===== config.mk =====
export PLATFORM = sky130hd
export DESIGN_NAME = addr_demux_deser_flat
export DESIGN_NICKNAME = d
export VERILOG_FILES = /design/src/rtl/addr_demux_deser_pkg.sv /design/src/rtl/addr_demux_deser_if.sv /design/src/rtl/addr_demux_deser_frame_counter.sv /design/src/rtl/addr_demux_deser.sv /design/src/flat_wrapper.sv
export SDC_FILE = /design/constraint.sdc
export NUM_CORES = 1
export LEC_CHECK = 0
export CORE_ASPECT_RATIO = 2
export CORE_UTILIZATION = 45
export DETAILED_ROUTE_END_ITERATION = 10
export DONT_BUFFER_PORTS = 1
export PLACE_DENSITY = 0.6
export SLEW_MARGIN = 15
export SYNTH_ARGS = -nofsm -noshare
export SYNTH_HDL_FRONTEND = slang
export SYNTH_SLANG_ARGS = --single-unit
export TNS_END_PERCENT = 5

===== constraint.sdc =====
create_clock -name clk -period 5.6 [get_ports clk]
set_clock_uncertainty 0.2 [all_clocks]
set_input_delay 0.84 -clock clk [delete_from_list [all_inputs] [get_ports clk]]
set_output_delay 0.84 -clock clk [all_outputs]
set_load 0.005 [all_outputs]

===== src/rtl/addr_demux_deser_pkg.sv =====
// Shared types and frame geometry for the addressed demux / serial deserializer.
// Frame length follows the DEMUX_PARITY_EN macro (9 bits with parity, 8 without).
package demux_pkg;

  typedef enum logic {
    IDLE = 1'b0,
    RECV = 1'b1
  } state_e;

  localparam int DATA_W = 8;
  localparam int IDX_W  = 3;

`ifdef DEMUX_PARITY_EN
  localparam int FRAME_LEN = 9;
`else
  localparam int FRAME_LEN = 8;
`endif

  localparam int CNT_W = $clog2(FRAME_LEN);

endpackage


===== src/rtl/addr_demux_deser_if.sv =====
// Bus bundle for addr_demux_deser: serial control/data in, parallel result and status out.
interface addr_demux_deser_if;
  import demux_pkg::*;

  logic                    G_n;
  logic                    mode;
  logic [IDX_W-1:0]        sel;
  logic                    D;
  logic [DATA_W-1:0]       Q;
  logic [IDX_W-1:0]        cnt;
  logic                    busy;
  logic                    done;
  logic                    perr;

  modport master (
    output G_n, mode, sel, D,
    input  Q, cnt, busy, done, perr
  );

  modport slave (
    input  G_n, mode, sel, D,
    output Q, cnt, busy, done, perr
  );

endinterface


===== src/rtl/addr_demux_deser_frame_counter.sv =====
// Bit-index counter for sequential capture: synchronous clear, count enable,
// and a wrap flag that is high while the index sits on the last bit of a frame.
module frame_counter #(
  parameter int LEN = 8,
  parameter int W   = 3
) (
  input  logic         clk,
  input  logic         rst_n,
  input  logic         clr,
  input  logic         en,
  output logic [W-1:0] cnt,
  output logic         wrap
);

  localparam logic [W-1:0] LAST = W'(LEN - 1);

  logic [W-1:0] cnt_q, cnt_d;

  assign wrap = (cnt_q == LAST);
  assign cnt  = cnt_q;

  always_comb begin
    cnt_d = cnt_q;
    if (clr) begin
      cnt_d = '0;
    end else if (en) begin
      cnt_d = wrap ? '0 : cnt_q + W'(1);
    end
  end

  always_ff @(posedge clk or negedge rst_n) begin
    if (!rst_n) begin
      cnt_q <= '0;
    end else begin
      cnt_q <= cnt_d;
    end
  end

endmodule


===== src/rtl/addr_demux_deser.sv =====
// Addressed 1-to-8 bit demux plus sequential 8-bit frame deserializer sharing one output register.
// Optional DEMUX_PARITY_EN adds a trailing even-parity bit per frame and drives perr.
module addr_demux_deser
  import demux_pkg::*;
#(
  parameter logic [DATA_W-1:0] RESET_Q = 8'h00
) (
  input  logic                clk,
  input  logic                rst_n,
  addr_demux_deser_if.slave   bus
);

  state_e            state_q, state_d;
  logic [DATA_W-1:0] shadow_q, shadow_d;
  logic [DATA_W-1:0] q_q, q_d;
  logic              done_q, done_d;
  logic              cnt_clr, cnt_en, cnt_wrap;
  logic [CNT_W-1:0]  cnt_full;
  logic              data_bit;

  frame_counter #(
    .LEN (FRAME_LEN),
    .W   (CNT_W)
  ) u_frame_counter (
    .clk   (clk),
    .rst_n (rst_n),
    .clr   (cnt_clr),
    .en    (cnt_en),
    .cnt   (cnt_full),
    .wrap  (cnt_wrap)
  );

`ifdef DEMUX_PARITY_EN
  logic perr_q, perr_d;

  // Index 8 is the parity slot; it is not a data bit and the port saturates at 7.
  assign data_bit = ~cnt_full[CNT_W-1];
  assign bus.cnt  = cnt_full[CNT_W-1] ? 3'd7 : cnt_full[IDX_W-1:0];
  assign bus.perr = perr_q;
`else
  assign data_bit = 1'b1;
  assign bus.cnt  = cnt_full;
  assign bus.perr = 1'b0;
`endif

  assign bus.Q    = q_q;
  assign bus.busy = (state_q == RECV);
  assign bus.done = done_q;

  always_comb begin
    state_d  = state_q;
    shadow_d = shadow_q;
    q_d      = q_q;
    done_d   = 1'b0;
    cnt_clr  = 1'b0;
    cnt_en   = 1'b0;
`ifdef DEMUX_PARITY_EN
    perr_d   = perr_q;
`endif
    if (!bus.G_n) begin
      if (!bus.mode) begin
        // Addressed write always lands, even when it aborts a partial frame.
        q_d[bus.sel] = bus.D;
        if (state_q == RECV) begin
          state_d = IDLE;
          cnt_clr = 1'b1;
        end
      end else if (state_q == IDLE) begin
        shadow_d[0] = bus.D;
        cnt_en      = 1'b1;
        state_d     = RECV;
      end else begin
        cnt_en = 1'b1;
        if (data_bit) begin
          shadow_d[cnt_full[IDX_W-1:0]] = bus.D;
        end
        if (cnt_wrap) begin
          state_d = IDLE;
          done_d  = 1'b1;
`ifdef DEMUX_PARITY_EN
          q_d    = shadow_q;
          perr_d = (^shadow_q) ^ bus.D;
`else
          q_d    = shadow_d;
`endif
        end
      end
    end
  end

  always_ff @(posedge clk or negedge rst_n) begin
    if (!rst_n) begin
      state_q  <= IDLE;
      shadow_q <= '0;
      q_q      <= RESET_Q;
      done_q   <= 1'b0;
`ifdef DEMUX_PARITY_EN
      perr_q   <= 1'b0;
`endif
    end else begin
      state_q  <= state_d;
      shadow_q <= shadow_d;
      q_q      <= q_d;
      done_q   <= done_d;
`ifdef DEMUX_PARITY_EN
      perr_q   <= perr_d;
`endif
    end
  end

endmodule


===== src/flat_wrapper.sv =====
// flat-port wrapper written by rule: the top's interface ports become plain ports
module addr_demux_deser_flat import demux_pkg::*;
#(
  parameter logic [DATA_W-1:0] RESET_Q = 8'h00
)
  (clk, rst_n, bus_G_n, bus_mode, bus_sel, bus_D, bus_Q, bus_cnt, bus_busy, bus_done, bus_perr);
  addr_demux_deser_if bus_i ();
  input  logic clk;
  input  logic rst_n;
  input wire logic [$bits(bus_i.G_n)-1:0] bus_G_n;
  input wire logic [$bits(bus_i.mode)-1:0] bus_mode;
  input wire logic [$bits(bus_i.sel)-1:0] bus_sel;
  input wire logic [$bits(bus_i.D)-1:0] bus_D;
  output wire logic [$bits(bus_i.Q)-1:0] bus_Q;
  output wire logic [$bits(bus_i.cnt)-1:0] bus_cnt;
  output wire logic [$bits(bus_i.busy)-1:0] bus_busy;
  output wire logic [$bits(bus_i.done)-1:0] bus_done;
  output wire logic [$bits(bus_i.perr)-1:0] bus_perr;
  assign bus_i.G_n = bus_G_n;
  assign bus_i.mode = bus_mode;
  assign bus_i.sel = bus_sel;
  assign bus_i.D = bus_D;
  assign bus_Q = bus_i.Q;
  assign bus_cnt = bus_i.cnt;
  assign bus_busy = bus_i.busy;
  assign bus_done = bus_i.done;
  assign bus_perr = bus_i.perr;
  addr_demux_deser #(.RESET_Q(RESET_Q)) u_core (.clk(clk), .rst_n(rst_n), .bus(bus_i));
endmodule

Word level (Yosys, flattened, before mapping)
Cells that the tools add are included.
{"block": "totals", "register_bits": 21, "word_cells": 46, "inputBits": 8}
{"block": "classes", "reduce_logical": 6, "bitwise_logic": 1, "muxes": 25, "n_eq_ne": 3, "order_cmp": 4, "n_addsub": 1}
{"operator": "$mux 8", "n": 3}
{"operator": "$bwmux 8", "n": 2}
{"operator": "$mux 1", "n": 15}
{"operator": "$mux 3", "n": 3}
{"operator": "$lt 3x4->1 const B", "n": 2}
{"operator": "$demux 1 s3", "n": 2}
{"operator": "$ge 3x1->1 const B", "n": 2}
{"operator": "$reduce_and 3->1", "n": 2}
{"operator": "$ne 2x1->1 const B", "n": 2}
{"operator": "$add 3x1->3 const B", "n": 1}
{"operator": "$eq 3x3->1 const B", "n": 1}
{"operator": "$logic_and 1x1->1", "n": 2}
{"operator": "$reduce_and 2->1", "n": 1}
{"operator": "$reduce_bool 2->1", "n": 1}
{"operator": "$not 1->1", "n": 1}

Depth between registers and ports, before layout
Gate-level depths: netlist (run 1).
{"block": "depth", "depth_word": 8, "depth_mapped": 5}

Hierarchy
Synthesis (run 1) repeated with hierarchy kept, for this count alone.
{"block": "hier_totals", "cells_unflattened": 114, "hier_area_um2": 1298.7}
{"module": "addr_demux_deser", "cells_per_inst": 102, "seq_area_each_um2": 450.4, "area_each_um2": 1147.4, "n_inst": 1}
{"module": "frame_counter", "cells_per_inst": 12, "seq_area_each_um2": 75.1, "area_each_um2": 151.4, "n_inst": 1}

Worst setup path after synthesis (run 1)
Ideal clock, no wire load.
{"block": "synth_path", "path_type": "input-to-reg", "start": "input bus_sel[1]", "end": "register u_core.q_q[1] (netlist: u_core.bus.Q[1])", "t_required_ns": 5.275, "setup_slack_ns": 3.492, "path_buffers": 0, "stages": 3, "setup_ns": 0.125, "arrival_ns": 1.783, "path_cell_list": "or3b_1 > a211oi_1 > mux2_2"}
{"block": "synth_between", "elab_chain_cells": 6}
{"element": "start: declaration", "line": "flat_wrapper.sv:12", "rtl": "input wire logic [$bits(bus_i.sel)-1:0] bus_sel;"}
{"element": "$lt 3x4->1 (implied by the code) or $ge 3x1->1 (tied branches)", "line": "addr_demux_deser.sv:63", "rtl": "q_d[bus.sel] = bus.D;"}
{"element": "$logic_and 1x1->1 (implied by the code)", "line": "addr_demux_deser.sv:63"}
{"element": "$mux 1 (implied by the code)", "line": "addr_demux_deser.sv:63"}
{"element": "$demux 1 s3 (*)"}
{"element": "$bwmux 8 (*)", "line": "addr_demux_deser.sv:63"}
{"element": "$mux 8 (*)", "line": "addr_demux_deser.sv:61", "rtl": "if (!bus.mode) begin"}
{"element": "end signal: assignment", "line": "addr_demux_deser.sv:103", "rtl": "q_q <= q_d;"}
{"element": "end: declaration", "line": "addr_demux_deser.sv:15", "rtl": "logic [DATA_W-1:0] q_q, q_d;"}
Every way passes the cells marked *; elsewhere a longest branch is shown, timed or not.
A chain may end at the register's enable or synchronous reset.

Final worst setup path (run 1)
{"block": "layout_path", "start": "register u_core.u_frame_counter.cnt_q[1] (netlist: u_core.u_frame_counter.cnt[1])", "end": "register u_core.q_q[2] (netlist: u_core.bus.Q[2])"}
{"block": "layout_between", "elab_chain_cells": 8}
{"element": "start: declaration", "line": "addr_demux_deser_frame_counter.sv:17", "rtl": "logic [W-1:0] cnt_q, cnt_d;"}
{"element": "start signal: assignment", "line": "addr_demux_deser_frame_counter.sv:35", "rtl": "cnt_q <= cnt_d;"}
{"element": "$lt 3x4->1 (implied by the code) or $ge 3x1->1 (tied branches)", "line": "addr_demux_deser.sv:75", "rtl": "shadow_d[cnt_full[IDX_W-1:0]] = bus.D;"}
{"element": "$logic_and 1x1->1 (implied by the code)", "line": "addr_demux_deser.sv:75"}
{"element": "$mux 1 (implied by the code)", "line": "addr_demux_deser.sv:75"}
{"element": "$demux 1 s3"}
{"element": "$bwmux 8", "line": "addr_demux_deser.sv:75"}
{"element": "$mux 8", "line": "addr_demux_deser.sv:77", "rtl": "if (cnt_wrap) begin"}
{"element": "$mux 8", "line": "addr_demux_deser.sv:68", "rtl": "end else if (state_q == IDLE) begin"}
{"element": "$mux 8", "line": "addr_demux_deser.sv:61"}
Parallel ways exist; a longest one is shown, timed or not. The select of a mux whose other input is x is not followed.

==> results.py, run 1 <==
metrics = {
    "detailed_routing": {
        "highest_layer": "met4",
        "drt_iter0_drc": 18,
        "drtPass1Iterations": 4,
        "wl_um": 2550,
        "vias": 935,
        "via_per_inst": 6.68,
        "wl_met2_um": 1380,
        "wl_per_cell_um": 18.2,
        "wl_met1_um": 1010,
        "wl_met3_um": 128,
        "ant_nets": 0,
        "drc": 0,
    },
    "synth": {
        "ys.warnings.count": 0,
        "ys_seq_area_share_pct": 39.9,
        "avgSynthCellArea_um2": 11.1,
        "synth_area_mm2": 0.00132,
        "ys_async_sr_fraction_pct": 100,
        "synth_edf_count": 0,
        "ys_seq_elements": 21,
        "syn_nets": 130,
        "synth_cell_type_count": 33,
        "synth_top_flop_cell": "dfrtp_1",
        "syn_inst": 119,
    },
    "critical_path": {
        "crit_slowest_cell": "dfrtp_1",
        "r2r_cells": 5,
        "cp.required_ps": 5550,
        "worstPathBufferInverterCount": 0,
        "worstPathArrival_ps": 2360,
        "path_class": "reg -> reg",
        "r2r_start": "u_core.u_frame_counter.cnt[1]",
        "crit_top_cell": "ha_1",
        "critPathMaxFanout": 26,
        "critPathTopFamily": "flip-flops",
        "reg2reg_to": "u_core.bus.Q[2]",
        "start_kind": "flip-flop",
        "rrSetupSlack_ps": 3190,
        "max_stage_delay_ps": 810,
        "worstPathCellList": "ha_1, ha_1, a21boi_2, a211oi_1, mux2_2",
        "critPathCaptureType": "flip-flop",
    },
    "floorplanning": {
        "die_w_um": 40.3,
        "core_mm2": 0.00277,
        "initial_core_util_pct": 47.6,
        "io_pins": 22,
        "die_area_mm2": 0.00316,
        "dieHeight_um": 78.5,
        "rows": 27,
    },
    "placed_design": {
        "dp_hpwl_um": 1870,
        "place_congestion": 0.758,
        "placement.io_buffers": 0,
    },
    "global_routing": {
        "grtUsageTotal_pct": 18.7,
        "grt_overflow": 0,
        "grt_max_degree": 28,
        "grt_pass1_wl_um": 4200,
        "grt_pass1_vias": 897,
        "antenna_found_initial": 0,
    },
    "sta": {
        "slew_headroom_pct": 52.3,
        "fin_crit_ps": 2410,
        "rsz0062_at_grt": "false",
        "timing.hold.ws_ps": 68.3,
        "worstMarginPinSlew_ps": 715,
        "slew_violations": 0,
        "hold_viol_final": 0,
        "setup_violations": 0,
        "fin_crit_sh_pct": 43.0,
        "setup_tns_ps": 0,
        "fmax_ghz": 0.415,
    },
    "layout": {
        "fill_cells": 256,
        "regArea_um2": 526,
        "syn2layout_area_growth_pct": 1.23,
        "layout_common_cells": "dfrtp_1 (21), mux2_2 (17), nand3b_1 (8)",
        "nets": 123,
        "layout-drive-gt1-share_pct": 20.7,
        "antennaDiodeCount": 0,
        "fin_util_pct": 48.1,
        "multi_input_area_um2": 719,
        "mostFrequentLayoutCell": "dfrtp_1",
    },
    "clocking": {
        "cts_buffers": 3,
        "htreeDepth": 1,
        "cts_tree": "built",
        "postCtsSetupBuffers": 0,
        "cts_buffer_depth": 2,
        "root_buffer": "clkbuf_8",
        "clock_latency_ps": 260,
        "cts_resized": 0,
        "path_clk_slew_ps": 70,
        "clock-sinks": 21,
        "cts_hold_buf": 0,
    },
    "power": {
        "p_int_uw": 319,
        "seq_power_share_pct": 56.5,
        "p_leak_nw": 0.545,
        "power_density_mw_per_mm2": 346,
        "switching_share_pct": 31.0,
        "p_sw_uw": 143,
        "clkPwrFrac_pct": 21.1,
        "comb_power_share_pct": 22.4,
        "irDropWorstVdd_uv": 153,
    },
    "hold_path": {
        "hold_class": "in -> async",
    },
    "status": {
        "status": "complete, no violations",
    },
    "job": {
        "cap_viol_max_count": 0,
    },
}
flip-flops by register name, summed over array words and instances, names as in the netlist:
register                    cells
u_core.bus.done                 1
u_core.u_frame_counter.cnt      3
u_core.bus.Q                    8
u_core.shadow_q                 8
u_core.bus.busy                 1
per-layer routing:
metal	vias to the layer above	GRT usage, %
li1	445	-
met1	461	24.1
met2	25	30.2
met3	4	3.67
met4	0	6.00
met5	-	0
synthesized netlist by cell type (3+ instances only):
library cell | count | share of area, %
ha_1 | 3 | 2.8
nand3b_1 | 8 | 4.6
a211oi_1 | 7 | 4.0
mux2_2 | 17 | 15
nand2_1 | 5 | 1.4
dfrtp_1 | 21 | 40
and4b_1 | 3 | 2.3
buf_2 | 7 | 2.7
clkbuf_1 | 3 | 0.85
a311o_1 | 7 | 5.3
or3b_1 | 6 | 4.0
kinds of logic after synthesis:
kind of cell	after synthesis	share of synthesized area (%)
simple gates	40	22.1
compound gates	23	14.8
flops	21	39.9
mux	17	14.5
buf+inv	14	5.51
fa+ha+maj	3	2.85
other cells	1	0.285
how the worst max path moves through the flow:
| stage | slack (ps) | end | start | depth (start not counted) |
|---|---|---|---|---|
| after floorplan | 3490 | u_core.bus.Q[1] | bus_sel[1] | 3 |
| after global placement | 3230 | u_core.bus.Q[4] | u_core.u_frame_counter.cnt[1] | 5 |
| after detailed placement | 3210 | u_core.bus.Q[3] | u_core.u_frame_counter.cnt[1] | 5 |
| after CTS | 3190 | u_core.bus.Q[3] | u_core.u_frame_counter.cnt[1] | 5 |
| after global routing | 3040 | u_core.bus.Q[2] | u_core.u_frame_counter.cnt[1] | 5 |
| final | 3190 | u_core.bus.Q[2] | u_core.u_frame_counter.cnt[1] | 5 |
power groups by stage:
stage / logic [mW] / registers, mW / clock network (mW)
floorplan: 0.128 / 0.227 / 0
global placement: 0.103 / 0.263 / 0
detailed placement: 0.104 / 0.265 / 0
CTS: 0.104 / 0.262 / 0.101
global route: 0.114 / 0.273 / 0.106
finish: 0.103 / 0.261 / 0.0975
through the flow:
stage | power (mW) | worst slack [ps] | area [um^2] | cells
2_1_floorplan | 0.355 | 3490 | 1320 | 119
3_3_place_gp | 0.366 | 3230 | 1290 | 136
3_5_place_dp | 0.369 | 3210 | 1290 | 136
4_1_cts | 0.467 | 3190 | 1330 | 140
5_1_grt | 0.493 | 3040 | 1330 | 140
6_report | 0.462 | 3190 | 1330 | 140
layout make-up:
class | count | area share (%)
multi-input combinational | 84 | 53.9
tap | 29 | 2.72
sequential | 21 | 39.4
clock buffer | 4 | 3.38
inverter | 2 | 0.563
(Power assumes the default switching activity.)
==> inputs of run 2 (changes only) <==
--- a/config.mk
+++ b/config.mk
@@ -9,7 +9,7 @@
 export CORE_UTILIZATION = 45
 export DETAILED_ROUTE_END_ITERATION = 10
 export DONT_BUFFER_PORTS = 1
-export PLACE_DENSITY = 0.6
+export PLACE_DENSITY = 0.62
 export SLEW_MARGIN = 15
 export SYNTH_ARGS = -nofsm -noshare
 export SYNTH_HDL_FRONTEND = slang
==> constraint.sdc (replaced) <==
create_clock -name clk -period 2.2 [get_ports clk]
set_clock_uncertainty 0.2 [all_clocks]
set_input_delay 0.33 -clock clk [delete_from_list [all_inputs] [get_ports clk]]
set_output_delay 0.33 -clock clk [all_outputs]
set_load 0.005 [all_outputs]
==> run 2 against run 1 <==
Effect of this change:
- clock-buffer cell count down 1
- fmax up 20%
- clock power rose to 2.6 times the previous value
- register-to-register slack worse by 3000 ps
- die area unchanged
- first-iteration DRC count up 11%
- largest power group unchanged
- setup slack worse by 3000 ps
- flip-flop and latch count unchanged
- combinational power rose to 3.9 times the previous value
- utilization up 2.8 points
==> results.py, run 2 (synthesized netlist as in run 1, its figures left out) <==
metrics = {
    "status": {
        "status": "complete, no violations",
    },
    "floorplanning": {
        "rows": 27,
        "core_mm2": 0.00277,
        "die_w_um": 40.3,
        "die_area_mm2": 0.00316,
        "io_pins": 22,
        "dieHeight_um": 78.5,
        "initial_core_util_pct": 47.6,
    },
    "clocking": {
        "cts_buffer_depth": 2,
        "cts_buffers": 3,
        "cts_tree": "built",
        "path_clk_slew_ps": 80,
        "postCtsSetupBuffers": 0,
        "htreeDepth": 1,
        "cts_hold_buf": 2,
        "clock_latency_ps": 260,
        "cts_resized": 0,
        "clock-sinks": 21,
        "root_buffer": "clkbuf_8",
    },
    "global_routing": {
        "grt_max_degree": 26,
        "grtUsageTotal_pct": 19.6,
        "grt_overflow": 0,
        "use_met3_pct": 3.39,
        "grt_pass1_vias": 988,
        "grt.busiest_layer": "met2",
        "grt_use_met2_pct": 32.7,
        "antenna_found_initial": 0,
        "grt_pass1_wl_um": 4480,
        "use_met1_pct": 24.4,
    },
    "placed_design": {
        "dp_hpwl_um": 1850,
        "placement.io_buffers": 0,
        "place_congestion": 0.746,
    },
    "detailed_routing": {
        "wl_per_cell_um": 17.8,
        "drt_iter0_drc": 20,
        "vias": 954,
        "drc": 0,
        "drtPass1Iterations": 4,
        "ant_nets": 0,
        "via_per_inst": 6.53,
        "wl_um": 2600,
    },
    "sta": {
        "fin_crit_ps": 2010,
        "setup_violations": 0,
        "timing.hold.ws_ps": 3.32,
        "slew_violations": 0,
        "fmax_ghz": 0.498,
        "fin_crit_sh_pct": 91.2,
        "setup_tns_ps": 0,
        "hold_viol_final": 0,
        "rsz0062_at_grt": "false",
        "slew_headroom_pct": 36.2,
        "worstMarginPinSlew_ps": 954,
    },
    "layout": {
        "nets": 129,
        "syn2layout_area_growth_pct": 7.03,
        "layout-drive-gt1-share_pct": 23.9,
        "layout_common_cells": "dfrtp_1 (21), mux2_2 (17), nand3b_1 (8)",
        "antennaDiodeCount": 0,
        "mostFrequentLayoutCell": "dfrtp_1",
    },
    "critical_path": {
        "critPathCaptureType": "flip-flop",
        "cp.required_ps": 2150,
        "worstPathArrival_ps": 1960,
        "start_kind": "flip-flop",
        "rrSetupSlack_ps": 190,
        "path_class": "reg -> reg",
        "critPathMaxFanout": 8,
    },
    "job": {
        "cap_viol_max_count": 0,
    },
    "power": {
        "irDropWorstVdd_uv": 382,
        "p_leak_nw": 0.585,
        "power_density_mw_per_mm2": 900,
    },
    "hold_path": {
        "hold_class": "in -> reg",
    },
}
[run 2: power by group]
part	leakage [nW]	total [mW]	switching [mW]	internal (mW)
Clock	0.0255	0.258	0.132	0.126
Sequential	0.270	0.606	0.104	0.502
Combinational	0.289	0.406	0.169	0.237
Total	0.585	1.27	0.404	0.865
[run 2: layer usage]
metal  vias up  part of all wire (%)
met4         0                   1.3
met3         6                   4.7
met2        22                    54
met5         -                     0
met1       476                    40
li1        450                     -
[run 2: critical path, cell delays in order (launching register included)]
cell and delay, ps:
dfrtp_1 440, ha_1 230, ha_1 200, a21boi_2 120, a211oi_1 340, mux2_2 370
[run 2: layout make-up]
type | count | area [um^2]
inverters | 2 | 7.51
clock buffers | 3 | 41.3
fillers | 259 | 1360
flip-flops and latches | 21 | 526
well taps | 29 | 36.3
multi-input cells | 84 | 719
clock inverters | 1 | 5.00
repair buffers | 6 | 75.1
[run 2: through the flow]
stage / worst slack, ps / instance area [um^2] / util (%) / power (mW) / cells
final: 193 / 1410 / 50.9 / 1.27 / 146
after global routing: 110 / 1410 / 50.9 / 1.36 / 146
after CTS: 172 / 1410 / 50.9 / 1.28 / 146
after detailed placement: 186 / 1340 / 48.5 / 1.01 / 140
after global placement: 223 / 1340 / 48.5 / 0.996 / 140
after floorplan: 382 / 1320 / - / 0.904 / 119
[run 2: path summary, 6_finish.rpt]
kind,from,to,cells past startpoint
max in group asynchronous,rst_n,u_core.bus.Q[0],1
worst max-delay path,u_core.u_frame_counter.cnt[0],u_core.bus.Q[4],5
worst min register to register,u_core.shadow_q[0],u_core.shadow_q[0],1
min in group asynchronous,rst_n,u_core.shadow_q[0],1
worst min-delay path,bus_mode,u_core.bus.busy,2
worst max register to register,u_core.u_frame_counter.cnt[0],u_core.bus.Q[4],5
==> inputs of run 3 (changes only) <==
--- a/config.mk
+++ b/config.mk
@@ -9,6 +9,7 @@
 export CORE_UTILIZATION = 45
 export DETAILED_ROUTE_END_ITERATION = 10
 export DONT_BUFFER_PORTS = 1
+export HOLD_SLACK_MARGIN = 0.15
 export PLACE_DENSITY = 0.62
 export SLEW_MARGIN = 15
 export SYNTH_ARGS = -nofsm -noshare
==> run 3 against run 2 <==
Effect of this change:
- sequential power is 2% lower
- utilization is 1.4 points higher
- first-iteration DRC count is 35% lower
- wire length is 4.7% higher
- worst hold slack better by 160 ps
- non-clock buffer count is 4 higher
- fmax is 0.61% lower
- clock power hardly changed
- combinational power is 8.9% higher
- critical path type unchanged
- largest power group unchanged
==> results.py, run 3 (synthesized netlist as in run 1, its figures left out) <==
metrics = {
    "critical_path": {
        "reg2reg_to": "u_core.bus.busy",
        "path_class": "reg -> reg",
        "critPathMaxFanout": 8,
        "start_kind": "flip-flop",
        "worstPathArrival_ps": 2020,
        "rrSetupSlack_ps": 180,
        "cp.required_ps": 2200,
        "critPathCaptureType": "flip-flop",
        "r2r_start": "u_core.u_frame_counter.cnt[2]",
        "r2r_cells": 7,
    },
    "global_routing": {
        "grt_max_degree": 26,
        "grt_pass1_vias": 1014,
        "antenna_found_initial": 0,
        "grt_pass1_wl_um": 4640,
        "grtUsageTotal_pct": 20.5,
        "grt_overflow": 0,
    },
    "floorplanning": {
        "io_pins": 22,
        "rows": 27,
        "initial_core_util_pct": 47.6,
        "core_mm2": 0.00277,
        "die_w_um": 40.3,
        "dieHeight_um": 78.5,
        "die_area_mm2": 0.00316,
    },
    "clocking": {
        "cts_buffer_depth": 2,
        "clock-sinks": 21,
        "root_buffer": "clkbuf_8",
        "clock_latency_ps": 260,
        "cts_buffers": 3,
        "cts_tree": "built",
        "htreeDepth": 1,
        "path_clk_slew_ps": 80,
    },
    "layout": {
        "layout_common_cells": "dfrtp_1 (20), mux2_2 (17), nand3b_1 (8)",
        "antennaDiodeCount": 0,
        "fin_cells": 150,
        "multi_input_area_um2": 719,
        "fin_util_pct": 52.3,
        "mostFrequentLayoutCell": "dfrtp_1",
        "syn2layout_area_growth_pct": 9.97,
        "nets": 133,
        "regArea_um2": 527,
        "fill_cells": 255,
        "layout-drive-gt1-share_pct": 24.8,
    },
    "sta": {
        "worstMarginPinSlew_ps": 954,
        "slew_violations": 0,
        "fmax_ghz": 0.495,
        "hold_viol_final": 0,
        "setup_tns_ps": 0,
        "worst_slack_ps": 181,
        "fin_crit_ps": 2020,
        "fin_crit_sh_pct": 91.8,
        "slew_headroom_pct": 36.2,
        "setup_violations": 0,
        "rsz0062_at_grt": "false",
    },
    "placed_design": {
        "pre_cts_ws_ps": 186,
        "dpl.cell_count": 140,
        "dp_hpwl_um": 1850,
        "place_congestion": 0.746,
        "placement.io_buffers": 0,
    },
    "detailed_routing": {
        "drtPass1Iterations": 4,
        "vias": 969,
        "ant_nets": 0,
        "wl_per_cell_um": 18.2,
        "drc": 0,
        "drt_iter0_drc": 13,
        "wl_um": 2720,
        "via_per_inst": 6.46,
    },
    "power": {
        "irDropWorstVdd_uv": 403,
        "power_density_mw_per_mm2": 892,
        "p_leak_nw": 0.602,
    },
    "hold_path": {
        "hold_class": "in -> reg",
        "hold_depth": 2,
        "min_to": "u_core.bus.Q[7]",
        "worstHoldStart": "bus_G_n",
    },
    "status": {
        "status": "complete, no violations",
    },
    "job": {
        "cap_viol_max_count": 0,
    },
}
[run 3: per-stage QoR]
stage               cell area [um^2]  power (mW)  hold slack [ps]
floorplan                       1320       0.904             -166
global placement                1340       0.996             -165
detailed placement              1340        1.01             -165
CTS                             1430        1.29              152
global route                    1450        1.38              153
finish                          1450        1.29              160
[run 3: worst max path at each step]
stage / to / start
after CTS: u_core.bus.busy / u_core.u_frame_counter.cnt[2]
after global placement: u_core.bus.Q[4] / u_core.u_frame_counter.cnt[1]
after global routing: u_core.bus.busy / u_core.u_frame_counter.cnt[2]
after floorplan: u_core.bus.Q[0] / u_core.u_frame_counter.cnt[2]
final: u_core.bus.busy / u_core.u_frame_counter.cnt[2]
after detailed placement: u_core.bus.Q[4] / u_core.u_frame_counter.cnt[0]
[run 3: what timing repair did]
item,CTS,global route
setup buffers,0,1
endpoints found under the hold margin,37,1
setup endpoints to repair,0,1
hold buffers,4,1
gates resized for setup,0,1
[run 3: critical path: stages, from the launching register on]
cell,delay (ps)
dfrtp_2,420
buf_4,160
buf_4,150
ha_1,220
nand2_1,70
nand2_1,50
o21ai_0,120
dlygate4sd3_1,560
[run 3: area by class of cell]
type,count,area share (%)
clock buffer,3,2.85
sequential,21,36.4
multi-input combinational,84,49.7
tap,29,2.50
inverter,2,0.518
clock inverter,1,0.345
timing repair buffer,10,7.77
[run 3: per-layer routing]
metal,up-vias,share of wire (%),GRT usage [%]
met3,2,3.9,2.82
met2,20,55,34.4
li1,459,-,-
met1,488,40,25.9
met5,-,0,0
met4,0,0.70,6.00
[run 3: power breakdown]
| group | leakage, nW | switching (mW) | internal, mW |
|---|---|---|---|
| logic | 0.307 | 0.192 | 0.250 |
| clock network | 0.0255 | 0.131 | 0.126 |
| registers | 0.269 | 0.0899 | 0.504 |
